**config.mk**
```make
export PLATFORM = sky130hd
export DESIGN_NAME = character_jump_flat
export DESIGN_NICKNAME = d
export VERILOG_FILES = /design/src/rtl/character_jump_if.sv /design/src/rtl/character_jump.sv /design/src/flat_wrapper.sv
export SDC_FILE = /design/constraint.sdc
export NUM_CORES = 1
export LEC_CHECK = 0
export CORE_ASPECT_RATIO = 0.5
export CORE_UTILIZATION = 55
export CTS_BUF_LIST = sky130_fd_sc_hd__clkbuf_16
export DETAILED_ROUTE_END_ITERATION = 6
export GPL_ROUTABILITY_DRIVEN = 0
export PLACE_DENSITY_LB_ADDON = 0.12
export SETUP_SLACK_MARGIN = 0.2
export SLEW_MARGIN = 40
export SYNTH_ARGS = -nofsm -noshare
export SYNTH_HDL_FRONTEND = slang
export SYNTH_SLANG_ARGS = --single-unit
```
**constraint.sdc**
```tcl
create_clock -name clk -period 6.5 [get_ports clk]
set_clock_uncertainty 0.1 [all_clocks]
set_input_delay 1.3 -clock clk [delete_from_list [all_inputs] [get_ports clk]]
set_output_delay 1.3 -clock clk [all_outputs]
set_load 0.005 [all_outputs]
```
**src/rtl/character_jump_if.sv**
```systemverilog
// Bus between the game state machine (master) and the character responder (slave).
interface character_jump_if #(
    parameter int unsigned COLS = 8
) ();
    localparam int unsigned CW = (COLS > 1) ? $clog2(COLS) : 1;

    logic            frame_tick;
    logic            enable;
    logic            jump_left;
    logic            jump_right;
    logic [COLS-1:0] block_mask;
    logic            restart;
    logic [CW-1:0]   start_col;
    logic [11:0]     xpos;
    logic [11:0]     ypos;
    logic [CW-1:0]   col;
    logic            busy;
    logic            character_landed;
    logic            jump_fail;

    modport master (
        output frame_tick, enable, jump_left, jump_right, block_mask, restart, start_col,
        input  xpos, ypos, col, busy, character_landed, jump_fail
    );

    modport slave (
        input  frame_tick, enable, jump_left, jump_right, block_mask, restart, start_col,
        output xpos, ypos, col, busy, character_landed, jump_fail
    );
endinterface

```
**src/rtl/character_jump.sv**
```systemverilog
// Character hop animator: accepts one-column jump requests, animates the arc on frame ticks,
// checks the landing column against the block map and reports landed/fail pulses.
module character_jump #(
    parameter int unsigned COLS        = 8,
    parameter int unsigned COL_W       = 80,
    parameter int unsigned Y_BASE      = 400,
    parameter int unsigned JUMP_H      = 64,
    parameter int unsigned JUMP_FRAMES = 16,
    parameter int unsigned FALL_FRAMES = 32,
    parameter int unsigned FALL_STEP   = 8
) (
    input logic                clk,
    input logic                rst,
    character_jump_if.slave    bus_io
);
    localparam int unsigned CW   = (COLS > 1) ? $clog2(COLS) : 1;
    localparam int unsigned FMAX = (JUMP_FRAMES > FALL_FRAMES) ? JUMP_FRAMES : FALL_FRAMES;
    localparam int unsigned FW   = $clog2(FMAX + 1);

    localparam logic [11:0]   XSTEP    = 12'(COL_W / JUMP_FRAMES);
    localparam logic [11:0]   HSTEP    = 12'((2 * JUMP_H) / JUMP_FRAMES);
    localparam logic [11:0]   YBASE    = 12'(Y_BASE);
    localparam logic [11:0]   FSTEP    = 12'(FALL_STEP);
    localparam logic [FW-1:0] JF_CNT   = FW'(JUMP_FRAMES);
    localparam logic [FW-1:0] JF_HALF  = FW'(JUMP_FRAMES / 2);
    localparam logic [FW-1:0] FF_CNT   = FW'(FALL_FRAMES);
    localparam logic [CW-1:0] LAST_COL = CW'(COLS - 1);

    typedef enum logic [1:0] {StIdle, StJump, StFall, StDead} state_e;

    state_e        state_q;
    logic [CW-1:0] col_q, target_q;
    logic          dir_q;       // 1 = right
    logic          in_range_q;
    logic [FW-1:0] fcnt_q;
    logic [11:0]   xpos_q, ypos_q;
    logic          busy_q, landed_q, fail_q;

    logic          req_valid;
    logic          req_right;
    logic [CW-1:0] req_target;
    logic          req_in_range;
    logic [FW-1:0] fcnt_inc;
    logic [11:0]   land_x, start_x;
    logic          landing_ok;

    // Decode the incoming request and precompute landing/restart geometry.
    always_comb begin
        req_valid    = bus_io.enable && (bus_io.jump_left ^ bus_io.jump_right);
        req_right    = bus_io.jump_right;
        // Edge columns wrap here, but in_range masks that target off.
        req_target   = req_right ? col_q + CW'(1) : col_q - CW'(1);
        req_in_range = req_right ? (col_q < LAST_COL) : (col_q != '0);
        fcnt_inc     = fcnt_q + FW'(1);
        land_x       = 12'(32'(target_q) * COL_W);
        start_x      = 12'(32'(bus_io.start_col) * COL_W);
        landing_ok   = in_range_q && bus_io.block_mask[target_q];
    end

    // Hop state machine with all outputs registered.
    always_ff @(posedge clk) begin
        if (rst) begin
            state_q    <= StIdle;
            col_q      <= '0;
            target_q   <= '0;
            dir_q      <= 1'b0;
            in_range_q <= 1'b0;
            fcnt_q     <= '0;
            xpos_q     <= '0;
            ypos_q     <= YBASE;
            busy_q     <= 1'b0;
            landed_q   <= 1'b0;
            fail_q     <= 1'b0;
        end else begin
            landed_q <= 1'b0;
            fail_q   <= 1'b0;
            if (bus_io.restart) begin
                state_q <= StIdle;
                col_q   <= bus_io.start_col;
                xpos_q  <= start_x;
                ypos_q  <= YBASE;
                fcnt_q  <= '0;
                busy_q  <= 1'b0;
            end else begin
                unique case (state_q)
                    StIdle: begin
                        if (req_valid) begin
                            dir_q      <= req_right;
                            target_q   <= req_target;
                            in_range_q <= req_in_range;
                            fcnt_q     <= '0;
                            busy_q     <= 1'b1;
                            state_q    <= StJump;
                        end
                    end
                    StJump: begin
                        if (bus_io.frame_tick) begin
                            if (fcnt_inc == JF_CNT) begin
                                // Snap to the exact landing spot to absorb any rounding.
                                ypos_q <= YBASE;
                                fcnt_q <= '0;
                                if (in_range_q) xpos_q <= land_x;
                                if (landing_ok) begin
                                    col_q    <= target_q;
                                    landed_q <= 1'b1;
                                    busy_q   <= 1'b0;
                                    state_q  <= StIdle;
                                end else begin
                                    state_q <= StFall;
                                end
                            end else begin
                                fcnt_q <= fcnt_inc;
                                ypos_q <= (fcnt_inc <= JF_HALF) ? ypos_q - HSTEP
                                                                : ypos_q + HSTEP;
                                if (in_range_q) begin
                                    xpos_q <= dir_q ? xpos_q + XSTEP : xpos_q - XSTEP;
                                end
                            end
                        end
                    end
                    StFall: begin
                        if (bus_io.frame_tick) begin
                            ypos_q <= ypos_q + FSTEP;
                            fcnt_q <= fcnt_inc;
                            if (fcnt_inc == FF_CNT) begin
                                fail_q  <= 1'b1;
                                busy_q  <= 1'b0;
                                state_q <= StDead;
                            end
                        end
                    end
                    StDead: ;
                    default: state_q <= StIdle;
                endcase
            end
        end
    end

    // Drive the bus from the registered state.
    always_comb begin
        bus_io.xpos             = xpos_q;
        bus_io.ypos             = ypos_q;
        bus_io.col              = col_q;
        bus_io.busy             = busy_q;
        bus_io.character_landed = landed_q;
        bus_io.jump_fail        = fail_q;
    end
endmodule

```
**src/flat_wrapper.sv**
```systemverilog
// flat-port wrapper written by rule: the top's interface ports become plain ports
module character_jump_flat 
#(
    parameter int unsigned COLS        = 8,
    parameter int unsigned COL_W       = 80,
    parameter int unsigned Y_BASE      = 400,
    parameter int unsigned JUMP_H      = 64,
    parameter int unsigned JUMP_FRAMES = 16,
    parameter int unsigned FALL_FRAMES = 32,
    parameter int unsigned FALL_STEP   = 8
)
  (clk, rst, bus_io_frame_tick, bus_io_enable, bus_io_jump_left, bus_io_jump_right, bus_io_block_mask, bus_io_restart, bus_io_start_col, bus_io_xpos, bus_io_ypos, bus_io_col, bus_io_busy, bus_io_character_landed, bus_io_jump_fail);
  character_jump_if #(.COLS(COLS)) bus_io_i ();
  input logic clk;
  input logic rst;
  input wire logic [$bits(bus_io_i.frame_tick)-1:0] bus_io_frame_tick;
  input wire logic [$bits(bus_io_i.enable)-1:0] bus_io_enable;
  input wire logic [$bits(bus_io_i.jump_left)-1:0] bus_io_jump_left;
  input wire logic [$bits(bus_io_i.jump_right)-1:0] bus_io_jump_right;
  input wire logic [$bits(bus_io_i.block_mask)-1:0] bus_io_block_mask;
  input wire logic [$bits(bus_io_i.restart)-1:0] bus_io_restart;
  input wire logic [$bits(bus_io_i.start_col)-1:0] bus_io_start_col;
  output wire logic [$bits(bus_io_i.xpos)-1:0] bus_io_xpos;
  output wire logic [$bits(bus_io_i.ypos)-1:0] bus_io_ypos;
  output wire logic [$bits(bus_io_i.col)-1:0] bus_io_col;
  output wire logic [$bits(bus_io_i.busy)-1:0] bus_io_busy;
  output wire logic [$bits(bus_io_i.character_landed)-1:0] bus_io_character_landed;
  output wire logic [$bits(bus_io_i.jump_fail)-1:0] bus_io_jump_fail;
  assign bus_io_i.frame_tick = bus_io_frame_tick;
  assign bus_io_i.enable = bus_io_enable;
  assign bus_io_i.jump_left = bus_io_jump_left;
  assign bus_io_i.jump_right = bus_io_jump_right;
  assign bus_io_i.block_mask = bus_io_block_mask;
  assign bus_io_i.restart = bus_io_restart;
  assign bus_io_i.start_col = bus_io_start_col;
  assign bus_io_xpos = bus_io_i.xpos;
  assign bus_io_ypos = bus_io_i.ypos;
  assign bus_io_col = bus_io_i.col;
  assign bus_io_busy = bus_io_i.busy;
  assign bus_io_character_landed = bus_io_i.character_landed;
  assign bus_io_jump_fail = bus_io_i.jump_fail;
  character_jump #(.COLS(COLS), .COL_W(COL_W), .Y_BASE(Y_BASE), .JUMP_H(JUMP_H), .JUMP_FRAMES(JUMP_FRAMES), .FALL_FRAMES(FALL_FRAMES), .FALL_STEP(FALL_STEP)) u_core (.clk(clk), .rst(rst), .bus_io(bus_io_i));
endmodule
```
Word-level counts from Yosys, hierarchy flattened
Cells that the tools add are included.

storage, ports and cells
  input bits = 18
  register bits = 43
  output and inout port bits = 30
  word-level logic and storage cells = 104

operators by class
  add/subtract/negate cells = 7
  multiply operators = 2
  reduce and logical (&&, ||, !) cells = 22
  magnitude comparators = 3
  bitwise operators = 6
  equality and inequality tests = 10
  mux-type cells = 42

operators by type and width
  cell                                                             count
  two-way mux 12 bit                                               8
  two-way mux 10 bit                                               3
  two-way mux 6 bit                                                4
  one-hot mux 12 bit (2 select lines)                              1
  two-way mux 3 bit                                                6
  one-hot mux 6 bit (3 select lines)                               1
  adder 12 x 3 -> 12 bit (second input constant)                   1
  adder 12 x 4 -> 12 bit (second input constant)                   1
  multiplier 3 x 3 -> 6 bit (second input constant)                2
  two-way mux 2 bit                                                6
  AND reduction 3 bit                                              4
  nonzero test 2 bit                                               6
  subtractor 12 x 3 -> 12 bit (second input constant)              1
  subtractor 12 x 4 -> 12 bit (second input constant)              1
  two-way mux 1 bit                                                10
  != test 2 x 1 -> 1 bit (second input constant)                   4
  AND reduction 4 bit                                              2
  AND reduction 7 bit                                              1
  adder 6 x 1 -> 6 bit (second input constant)                     1
  equality test 6 x 5 -> 1 bit (second input constant)             1
  equality test 6 bit (second input constant)                      1
  less-or-equal comparator 6 x 4 -> 1 bit (second input constant)  1
  one-hot mux 2 bit (3 select lines)                               1
  AND reduction 6 bit                                              1
  17 further kinds                                                 24

Longest topological paths before layout
  depth in word-level cells = 8
  depth in mapped cells = 9
  depth with buffers taken out = 8

Worst setup path after synthesis
No wires, ideal clock.

  path type = in2reg
  start = in bus_io_block_mask[7]
  end = reg u_core.col_q[0] (netlist: u_core.bus_io.col[0])
  stages = 7
  arrival = 2.607 ns
  library setup time = 0.134 ns
  data required time = 6.266 ns
  slack = 3.660 ns
  buffers on the path = 1
  cells stage by stage = mux4_2 -> mux2_2 -> nand2_1 -> or3_1 -> clkbuf_1 -> mux2i_1 -> a211oi_1

between the ends
  word-level cells in the longest chain between the ends = 5

RTL lines
  element                                  RTL line               text
  start, declared                          flat_wrapper.sv:20     input wire logic [$bits(bus_io_i.block_mask)-1:0] bus_io_block_mask;
  binary-select mux 1 bit (select 3 bit)   character_jump.sv:57   landing_ok = in_range_q && bus_io.block_mask[target_q];
  two-way mux 1 bit (implied by the code)  character_jump.sv:57
  logical AND 1 bit                        character_jump.sv:57
  nonzero test 2 bit (no source line)      n/a
  AND reduction 4 bit (no source line)     n/a
  end signal, assigned                     character_jump.sv:79   col_q <= bus_io.start_col;
  end signal, assigned                     character_jump.sv:104  col_q <= target_q;
  end, declared                            character_jump.sv:32   logic [CW-1:0] col_q, target_q;

Every way passes these cells. The select of a mux whose other input is x is not followed.
A chain may end at the register's enable or synchronous reset.

Worst setup path in the final report
  start = in bus_io_jump_right
  end = reg u_core.busy_q (netlist: u_core.bus_io.busy)

between the ends
  word-level cells in the longest chain between the ends = 4

RTL lines
  element                                  RTL line              text
  start, declared                          flat_wrapper.sv:19    input wire logic [$bits(bus_io_i.jump_right)-1:0] bus_io_jump_right;
  XOR 1 bit                                character_jump.sv:49  req_valid = bus_io.enable && (bus_io.jump_left ^ bus_io.jump_right);
  logical AND 1 bit                        character_jump.sv:49
  != test 2 x 1 -> 1 bit (no source line)  n/a
  AND reduction 7 bit (no source line)     n/a
  end signal, assigned                     character_jump.sv:71  busy_q <= 1'b0;
  end signal, assigned                     character_jump.sv:83  busy_q <= 1'b0;
  end signal, assigned                     character_jump.sv:92  busy_q <= 1'b1;
  end, declared                            character_jump.sv:37  logic busy_q, landed_q, fail_q;

Every way passes these cells.

==> qor.yml <==
status: "finished, final reports clean"
critPathLaunchType: "primary input"
grt_pass1_vias: 2534
hpwl_um: 5480
first_pass_iters: 4
p_per_area_nw_per_um2: 182.0
insertedDiodeCount: 0
numPortBuffers: 44
wl_per_cell_um: 15.25
rsz0062_at_grt: "false"
setup_tns_ps: 0
io_pins: 48
syn_inst: 370
syn_to_final_growth_pct: 21.08
maxCapViolations: 0
cts_tree: "done"
slew_headroom_pct: 52.58
required_ps: 6610
vdd_ir_drop_max_v: 0.0001307
die_width_um: 105.7
p_total_w: 0.0006512
rows: 18
nets: 448
routed_wl_um: 7243
hold-worst-slack_ps: 378.6
num_vias: 2928
drt-initial-drc-count: 189
crit_start: "bus_io_jump_right"
cp-endpoint: "u_core.bus_io.busy"
synth.yosys.seq_area_share_pct: 27.10
grt_usage_pct: 26.66
synthDistinctLibCells: 61
period_minus_slack_ps: 3285
worst_pin_slew_ps: 703.9
core_um2: 5045
syn_area_um2: 2955
cts_buffers: 5
cp_max_fo: 12
cts_setup_buffers: 0
leakage_nw: 1.335
drive_above_1_share_pct: 5.679
cts_resized: 0
antenna_found_initial: 0
syn_avg_cell_area_um2: 7.987
antenna_left: 0
grt_overflow_total: 0
clockBufferDepth: 2
hold_class: "reg2reg"
max_freq_ghz: 0.3044
synth_edf_count: 0
fin_crit_sh_pct: 50.53
endpoint_kind: "flip-flop"
r2r_setup_slack_ps: 3860
cts-root-buf: "clkbuf_16"
start_util_pct: 58.58
arrival_ps: 3400
die_y_um: 53.84
viasPerCell: 6.164
synth_ff_type: "dfxtp_1"
drc: 0
die_area_um2: 5688
clkLatencyLatePin_ps: 280
path_clk_slew_ps: 60
slew_violations: 0
async_flop_share_pct: 0
yosysWarnings: 0
setup_violations: 0
rr_worst_depth: 8
htreeDepth: 2
hold_viol: 0
cts_sinks: 40
ys_seq_elements: 40
rr_startpoint: "u_core.dir_q"
ctsHoldBuffers: 0
grt_pass1_wl_um: 11860
rr_endpoint: "u_core.bus_io.xpos[11]"
grt_max_degree: 20
criticalPathCategory: "in2reg"
## worst max-delay path, stage by stage
cell	delay, ps
clkdlybuf4s50_1	540
xor2_1	190
nand2_1	90
a211o_1	430
a221o_1	360
or3_1	370
a21oi_1	120
## metrics by stage
step	worst slack [ps]	instances	instance area, um2	util [%]
final	3215	475	3578	70.93
after global routing	3087	475	3578	70.93
after CTS	3238	475	3578	70.93
after detailed placement	2940	467	3411	67.61
after global placement	2985	467	3407	67.53
after floorplan	3660	372	2963	-
## synth_stat cells, types with 3 or more instances
cell type / n / share of area [%]
nor3_1: 9 / 1.5
mux2i_1: 11 / 3.7
buf_4: 3 / 0.76
o211ai_1: 7 / 1.8
a211oi_1: 6 / 1.5
or3_1: 4 / 0.85
or2_2: 3 / 0.64
xor2_1: 6 / 1.8
and3_1: 6 / 1.3
inv_1: 9 / 1.1
a21oi_1: 35 / 5.9
or4_1: 8 / 2.0
a211o_1: 4 / 1.2
dfxtp_1: 40 / 27
o31a_1: 3 / 0.89
xnor2_1: 7 / 2.1
ha_1: 24 / 10
nand4_1: 4 / 0.85
nand2_1: 32 / 4.1
a22oi_1: 3 / 0.76
o21a_1: 3 / 0.76
a21o_1: 5 / 1.3
nand3_1: 17 / 2.9
o21ai_0: 16 / 2.7
o2111ai_1: 3 / 0.89
nand2b_1: 4 / 0.85
clkbuf_1: 16 / 2.0
nor2_1: 39 / 5.0
## cell families after synthesis
kind of cell	count (synthesis)	share of synthesized area [%]
compound gates	103	22.74
xor+xnor	13	3.853
fa+ha+maj	26	11.52
buf+inv	31	4.614
flops	40	27.10
mux	15	6.012
other cells	1	0.1269
simple gates	141	24.05
## cell usage in the layout (no fill, tap or decap), types with 9 or more instances in the layout
master           instances
a21oi_1                 35
clkdlybuf4s50_1         44
ha_1                    24
nor2_1                  39
mux2i_1                 11
o21ai_0                 16
nand3_1                 17
nand2_1                 32
nor3_1                   9
dfxtp_1                 40
inv_1                    9
## routing by layer
| metal | wire, um | GRT usage [%] | vias up |
|---|---|---|---|
| li1 | - | - | 1434 |
| met1 | 3280 | 33.87 | 1368 |
| met2 | 3428 | 48.04 | 112 |
| met3 | 431 | 4.722 | 14 |
| met4 | 103 | 7.407 | 0 |
| met5 | 0 | 0 | - |
## area by class of cell
cell class / instances / area, um2
sequential: 40 / 800.8
clock buffer: 5 / 125.1
multi-input combinational: 301 / 2029
inverter: 10 / 37.54
fill: 421 / 1466
tap: 70 / 87.58
clock inverter: 3 / 42.54
timing repair buffer: 46 / 455.4
## flip-flops by register name, indices dropped and copies added (netlist names)
register	cells
u_core.bus_io.character_landed	1
u_core.in_range_q	1
u_core.dir_q	1
u_core.bus_io.xpos	12
u_core.bus_io.jump_fail	1
u_core.bus_io.busy	1
u_core.bus_io.col	3
u_core.bus_io.ypos	9
u_core.target_q	3
u_core.state_q	2
u_core.fcnt_q	6
## worst min-delay path by stage
stage                                      start                      to  cells past startpoint
after global placement    u_core.bus_io.ypos[11]  u_core.bus_io.ypos[11]                      2
after global routing      u_core.bus_io.ypos[11]  u_core.bus_io.ypos[11]                      2
after floorplan           u_core.bus_io.ypos[11]  u_core.bus_io.ypos[11]                      2
after detailed placement  u_core.bus_io.ypos[11]  u_core.bus_io.ypos[11]                      2
final                     u_core.bus_io.ypos[11]  u_core.bus_io.ypos[11]                      2
after CTS                 u_core.bus_io.ypos[11]  u_core.bus_io.ypos[11]                      2
## power breakdown
part / internal (W) / switching, W / leakage [nW]
Sequential: 0.000252 / 0.00000879 / 0.325
Combinational: 0.0000549 / 0.0000573 / 0.931
Clock: 0.000180 / 0.0000984 / 0.0798
No activity file was read; power rests on OpenSTA's default activity.
